## config.mk

```make
export PLATFORM = sky130hd
export DESIGN_NAME = xnor_seq_cmp
export DESIGN_NICKNAME = d
export VERILOG_FILES = /design/src/rtl/xnor_seq_cmp.sv
export SDC_FILE = /design/constraint.sdc
export NUM_CORES = 1
export LEC_CHECK = 0
export CORE_MARGIN = 8
export CORE_UTILIZATION = 46
export CTS_CLUSTER_DIAMETER = 50
export DETAILED_ROUTE_END_ITERATION = 6
export GPL_ROUTABILITY_DRIVEN = 1
export PLACE_DENSITY = 0.72
export SLEW_MARGIN = 20
export SYNTH_ARGS = -nofsm -noshare
export SYNTH_HDL_FRONTEND = slang
export SYNTH_SLANG_ARGS = --single-unit
```

## constraint.sdc

```tcl
create_clock -name clk -period 1.85 [get_ports clk]
set_clock_uncertainty 0.1 [all_clocks]
set_input_delay 0.2775 -clock clk [delete_from_list [all_inputs] [get_ports clk]]
set_output_delay 0.2775 -clock clk [all_outputs]
set_load 0.05 [all_outputs]
```

## src/rtl/xnor_seq_cmp.sv

```systemverilog
// Bit-serial word equality comparator sharing one external XNOR gate, LSB first.
// Optional build macro XSC_EARLY_ABORT_EN: finish at the first mismatching bit.
module xnor_seq_cmp #(
  parameter int WIDTH = 8
) (
  input  logic             clk,
  input  logic             rst_n,
  input  logic             start,
  input  logic [WIDTH-1:0] a,
  input  logic [WIDTH-1:0] b,
  output logic             gate_a,
  output logic             gate_b,
  input  logic             gate_y,
  output logic             busy,
  output logic             done,
  output logic             eq,
  output logic [WIDTH-1:0] match
);

  localparam int IDX_W = (WIDTH > 1) ? $clog2(WIDTH) : 1;
  localparam logic [IDX_W-1:0] LAST_IDX = IDX_W'(WIDTH - 1);

  typedef enum logic [1:0] {
    IDLE = 2'd0,
    RUN  = 2'd1,
    DONE = 2'd2
  } state_t;

  state_t           state_q, state_d;
  logic [IDX_W-1:0] idx_q, idx_d;
  logic [WIDTH-1:0] a_q, a_d;
  logic [WIDTH-1:0] b_q, b_d;
  logic [WIDTH-1:0] match_q, match_d;
  logic             eq_q, eq_d;
  logic             abort;

`ifdef XSC_EARLY_ABORT_EN
  assign abort = ~gate_y;
`else
  assign abort = 1'b0;
`endif

  always_ff @(posedge clk) begin
    if (!rst_n) begin
      state_q <= IDLE;
      idx_q   <= '0;
      a_q     <= '0;
      b_q     <= '0;
      match_q <= '0;
      eq_q    <= 1'b0;
    end else begin
      state_q <= state_d;
      idx_q   <= idx_d;
      a_q     <= a_d;
      b_q     <= b_d;
      match_q <= match_d;
      eq_q    <= eq_d;
    end
  end

  always_comb begin
    state_d = state_q;
    idx_d   = idx_q;
    a_d     = a_q;
    b_d     = b_q;
    match_d = match_q;
    eq_d    = eq_q;
    gate_a  = 1'b0;
    gate_b  = 1'b0;
    busy    = 1'b0;
    done    = 1'b0;
    case (state_q)
      IDLE: begin
        if (start) begin
          a_d     = a;
          b_d     = b;
          match_d = '0;
          eq_d    = 1'b0;
          idx_d   = '0;
          state_d = RUN;
        end
      end
      RUN: begin
        busy           = 1'b1;
        gate_a         = a_q[idx_q];
        gate_b         = b_q[idx_q];
        match_d[idx_q] = gate_y;
        // eq is taken from the updated vector so the last bit counts.
        if (idx_q == LAST_IDX || abort) begin
          eq_d    = &match_d;
          state_d = DONE;
        end else begin
          idx_d = idx_q + 1'b1;
        end
      end
      DONE: begin
        busy    = 1'b1;
        done    = 1'b1;
        state_d = IDLE;
      end
      default: state_d = IDLE;
    endcase
  end

  assign eq    = eq_q;
  assign match = match_q;

endmodule

```

# Word-level counts from Yosys, hierarchy flattened
# Index checks and enable logic that the tools add are counted.
[totals]
regBits = 30
output_inout_bits = 13
[op_classes]
addsub = 1
magnitude_cmp = 2
n_eq_ne = 6
mux = 22
reduce_logical = 10
[ops]
columns = ["operator", "n"]
rows = [
  ["8-bit one-hot mux with 2 select lines", 1],
  ["1-bit 2-to-1 mux", 9],
  ["8-bit bitwise mux", 1],
  ["8-bit 2-to-1 mux", 1],
  ["8-bit AND reduction", 1],
  ["1-bit binary-select mux with 3-bit select", 2],
  ["3-bit 2-to-1 mux", 2],
  ["2-bit != test, second input constant", 3],
  ["3-bit one-hot mux with 2 select lines", 1],
  ["2-bit AND reduction", 3],
  ["3-bit AND reduction", 2],
  ["3-bit by 4-bit less-than comparator with 1-bit output, second input constant", 1],
  ["2-bit 2-to-1 mux", 2],
  ["2-bit one-hot mux with 2 select lines", 1],
  ["3-bit by 1-bit adder with 3-bit output, second input constant", 1],
  ["1-bit demux with 3-bit select", 1],
  ["3-bit equality test, second input constant", 1],
  ["3-bit by 1-bit >= comparator with 1-bit output, second input constant", 1],
  ["2-bit by 1-bit equality test with 1-bit output, second input constant", 1],
  ["2-bit equality test, second input constant", 1],
  ["2-bit zero test", 1],
  ["1-bit one-hot mux with 2 select lines", 1],
  ["2-bit nonzero test", 1],
  ["2-bit OR reduction", 1],
  ["1-bit logical AND", 1],
]

# Longest topological paths before layout
[logic_depth]
ltp_word = 8
mapped_depth = 7

# Worst setup path before layout
# No wires, ideal clock.
[synth_timing]
path_type = "reg-to-output"
start = "reg state_q[1]"
end = "out gate_b"
t_arrival_ns = 1.759
required_ns = 1.472
path_slack_ns = -0.287
stages_incl_launch_ff = 6
path_buffers = 2
path_cell_list = "dfxtp_1 -> inv_1 -> ha_1 -> buf_2 -> buf_2 -> a21boi_1"
[synth_between]
elab_chain_cells = 2
[synth_rtl]
columns = ["element", "line", "source"]
rows = [
  ["start: declaration", "29", "state_t state_q, state_d;"],
  ["start signal: assignment", "52", "state_q <= state_d;"],
  ["2-bit by 1-bit equality test with 1-bit output", "72", "case (state_q)"],
  ["1-bit 2-to-1 mux", "72", ""],
  ["end: declaration", "12", "output logic gate_b,"],
]
# Every way passes these cells.

# Final worst setup path
[layout_timing]
start = "reg idx_q[1]"
end = "out gate_a"
[layout_between]
elab_chain_cells = 3
[layout_rtl]
columns = ["element", "line", "source"]
rows = [
  ["start: declaration", "30", "logic [IDX_W-1:0] idx_q, idx_d;"],
  ["start signal: assignment", "53", "idx_q <= idx_d;"],
  ["1-bit binary-select mux with 3-bit select", "85", "gate_a = a_q[idx_q];"],
  ["1-bit 2-to-1 mux (implied by the code)", "85", ""],
  ["1-bit 2-to-1 mux", "72", ""],
  ["end: declaration", "11", "output logic gate_a,"],
]
# Every way passes these cells. The select of a mux whose other input is x is not followed.

==> run summary <==
total wire length after detailed routing -> 4390 um
layout cells sized above 1 -> 22.5%
global-route wire length before repair -> 7730 um
sum of net half-perimeters after detailed placement -> 3200 um
Reg clk slew, reported paths -> 0.07 ns
worst relative slew slack -> 75.6%
maximum fanout count along the critical path -> 4
DR iter-0 viols -> 141
final weighted congestion of routability-driven global placement -> 0.846
RSZ-0062 raised after global routing -> yes
area enclosed by the die boundary -> 6160 um^2
Non-Filler Cell Area, Final -> 2390 um^2
adder-cell share of the synthesized area -> 4.18%
register bit total from synthesis -> 30
dominant cell type by area after synthesis -> sky130_fd_sc_hd__dfxtp_1
clock period minus worst slack -> 1.91 ns
worst-case clock buffer depth -> 2
status -> complete, but fails checks
slowest cell on the critical path -> sky130_fd_sc_hd__dfxtp_4
insertion delay of the later-clocked pin in the worst-skew pair -> 0.28 ns
I/O pin total -> 33
Yosys warnings -> 0
number of placed cells counting well taps -> 309
net count of the mapped netlist -> 253
number of cells in the finished layout apart from fillers -> 319
Critical Path Start Type -> flip-flop
pin count of the biggest net entering global routing -> 31
final hold vios -> 0
leading post-synthesis cells by instance count -> sky130_fd_sc_hd__nand2_1 (49), sky130_fd_sc_hd__dfxtp_1 (30), sky130_fd_sc_hd__a21boi_1 (15)
CP endpoint kind -> output port
number of port buffers -> 32
proportion of total power due to net switching -> 29.6%
instance count of the mapped netlist -> 227
internal portion of total power -> 0.00117 W
fraction of registers with async set or reset after synthesis -> 0%
crit-path max cell delay -> 0.37 ns
cell area after synthesis -> 1800 um^2
VDD IR-drop max -> 514 uV
Die Ht -> 78.5 um
PD cells -> 694 nW/um^2
leakage power -> 0.897 nW
Max Freq -> 523 MHz
initial antenna violation count -> 0
average footprint of a synthesized cell -> 7.91 um^2
count of nets after finishing -> 296
clock power share -> 33.3%
post-route ant nets -> 0
flip-flop cell with the highest count after synthesis -> sky130_fd_sc_hd__dfxtp_1
number of core rows -> 22
required time of the critical path -> 1.47 ns
fraction of synthesized cell area in xor and xnor cells -> 0.488%
Slew Viols, Final -> 0
clock sinks -> 30
net switching power figure -> 0.000492 W
Sequential Power Share -> 42.4%
combinational power share -> 24.3%
worst setup margin -> -0.0631 ns
Remaining Overflow, GRT -> 0
multiplexer fraction of the synthesized cell area -> 3.07%
DR DRC count -> 0
n_diodes -> 0
critical path's top delay family -> flip-flops
endpoint arrival time on the critical path -> 1.54 ns
number of H-tree levels -> 2
Slew @ Worst Pin -> 0.364 ns
cts-stage hold buffer count -> 0
post-synth cell types -> 44
area growth from synthesis to layout -> 33.3%
CP Buf/Inv Count -> 1
worst slack, placed -> 0.00173 ns
Worst Hold Class -> reg2reg
count of endpoints failing setup in the final report -> 2
compound-cell area share of the yosys netlist -> 26.0%
global router's overall resource usage -> 15.2%
cells along the critical path -> mux2_2, nand2_1, a21oi_1, o31a_1, buf_6
Root Buffer Master -> sky130_fd_sc_hd__clkbuf_8
area post-placement -> 2230 um^2
main combinational cell family by area after synthesis -> compound AO/OA/AOI/OAI gates
number of buffers created by CTS -> 5
period utilisation layout -> 103%
die width -> 78.5 um
number of enable-type register cells in the synthesized netlist -> 0
placeable core region -> 3720 um^2
average vias per placed instance -> 5.36
WL per Instance -> 13.8 um
starting density of the core -> 48.3%
hold_ws -> 0.354 ns
count of fill cells added during filler insertion -> 332
synth top area cells -> sky130_fd_sc_hd__dfxtp_1 (33%), sky130_fd_sc_hd__nand2_1 (10%), sky130_fd_sc_hd__a21boi_1 (6.3%)
area share of the largest cell type after synthesis -> 33.4%
violations in the final reports -> setup timing
number of global-route vias before repair -> 1702
TritonCTS clock tree -> built
first-pass iteration count of the detailed router -> 4
basic-gate share of the synthesized area counting and, or, nand and nor cells -> 25.0%
maximum capacitance violations -> 0
category of the most critical setup path -> reg2out
vias post-DR -> 1711
post-route total power -> 0.00166 W
most common cell in the synthesized netlist -> sky130_fd_sc_hd__nand2_1
Seq/Total Area, Yosys -> 33.4%
## kinds of logic after synthesis
family / count (synthesis)
buf+inv: 26
compound gates: 67
flops: 30
simple gates: 92
fa+ha+maj: 6
mux: 5
xor+xnor: 1
## sequential cells by signal, summed over array words and instances (netlist names)
name     flops
a_q          8
b_q          8
eq           1
idx_q        3
match        8
state_q      2
## per-stage QoR
step / setup TNS (ns) / util [%]
after detailed placement: 0 / 60.0
after floorplan: 0 / -
after global routing: -0.304 / 64.4
after global placement: 0 / 60.0
after CTS: -0.162 / 63.3
final: -0.122 / 64.4
## layer usage
metal	wire, um	global-route usage (%)	vias up
met3	224	4.56	5
met5	0	0	-
li1	-	-	873
met2	2110	25.0	46
met1	2020	18.3	787
met4	36	5.37	0
## layout make-up
cell class	instances	area (um^2)	area share [%]
clock inverter	2	12.5	0.523
tap	48	60.1	2.51
timing repair buffer	55	509	21.3
multi-input combinational	171	1090	45.7
sequential	30	609	25.5
inverter	7	26.3	1.10
clock buffer	6	82.6	3.45
## worst reg2reg max path, cell delays in order (launching register included)
cell                       delay (ns)
sky130_fd_sc_hd__dfxtp_4         0.36
sky130_fd_sc_hd__buf_4           0.14
sky130_fd_sc_hd__buf_4           0.15
sky130_fd_sc_hd__ha_1            0.21
sky130_fd_sc_hd__ha_4            0.18
sky130_fd_sc_hd__buf_4           0.15
sky130_fd_sc_hd__nor3_2          0.16
sky130_fd_sc_hd__o21ai_1         0.09
sky130_fd_sc_hd__a21boi_1        0.13
## final timing paths
kind | from | endpoint | slack (ns) | cells past startpoint
worst max-delay path | idx_q[1] | gate_a | -0.06 | 5
worst min-delay path | a_q[1] | a_q[1] | 0.35 | 2
worst min register to register | a_q[1] | a_q[1] | 0.35 | 2
worst max register to register | idx_q[1] | idx_q[0] | 0.11 | 8
## power groups by stage
stage               logic (W)  registers [W]  clock network [W]
global route         0.000452       0.000709           0.000604
floorplan            0.000249       0.000715                  0
CTS                  0.000397       0.000704           0.000571
finish               0.000404       0.000705           0.000553
global placement     0.000388       0.000718                  0
detailed placement   0.000391       0.000719                  0
## cell usage in the layout (no fill, tap or decap), types with 3 or more instances in the layout
master                            synthesis  final
sky130_fd_sc_hd__a21boi_0                10      8
sky130_fd_sc_hd__a21boi_1                15     16
sky130_fd_sc_hd__a21oi_1                  7      7
sky130_fd_sc_hd__a31oi_1                  4      4
sky130_fd_sc_hd__and2_1                   6      6
sky130_fd_sc_hd__buf_12                   0      3
sky130_fd_sc_hd__buf_4                    3     30
sky130_fd_sc_hd__buf_6                    3      3
sky130_fd_sc_hd__clkbuf_8                 0      6
sky130_fd_sc_hd__clkdlybuf4s50_1          0     19
sky130_fd_sc_hd__dfxtp_1                 30     27
sky130_fd_sc_hd__ha_1                     6      3
sky130_fd_sc_hd__inv_1                    7      7
sky130_fd_sc_hd__nand2_1                 49     49
sky130_fd_sc_hd__nand3_1                  3      3
sky130_fd_sc_hd__nand3b_1                 7      7
sky130_fd_sc_hd__nor2_1                   8      8
sky130_fd_sc_hd__o211ai_1                 5      5
sky130_fd_sc_hd__o21a_1                   3      3
sky130_fd_sc_hd__o21ai_0                  8      6
sky130_fd_sc_hd__o21ai_1                  1      3
sky130_fd_sc_hd__o22ai_1                  4      4
## what timing repair did
item	in CTS	in global routing
endpoints found under the setup margin	2	9
buffers inserted	1	1
pin swaps	2	3
resized for setup	10	10
Power figures use the tool's default switching activity.
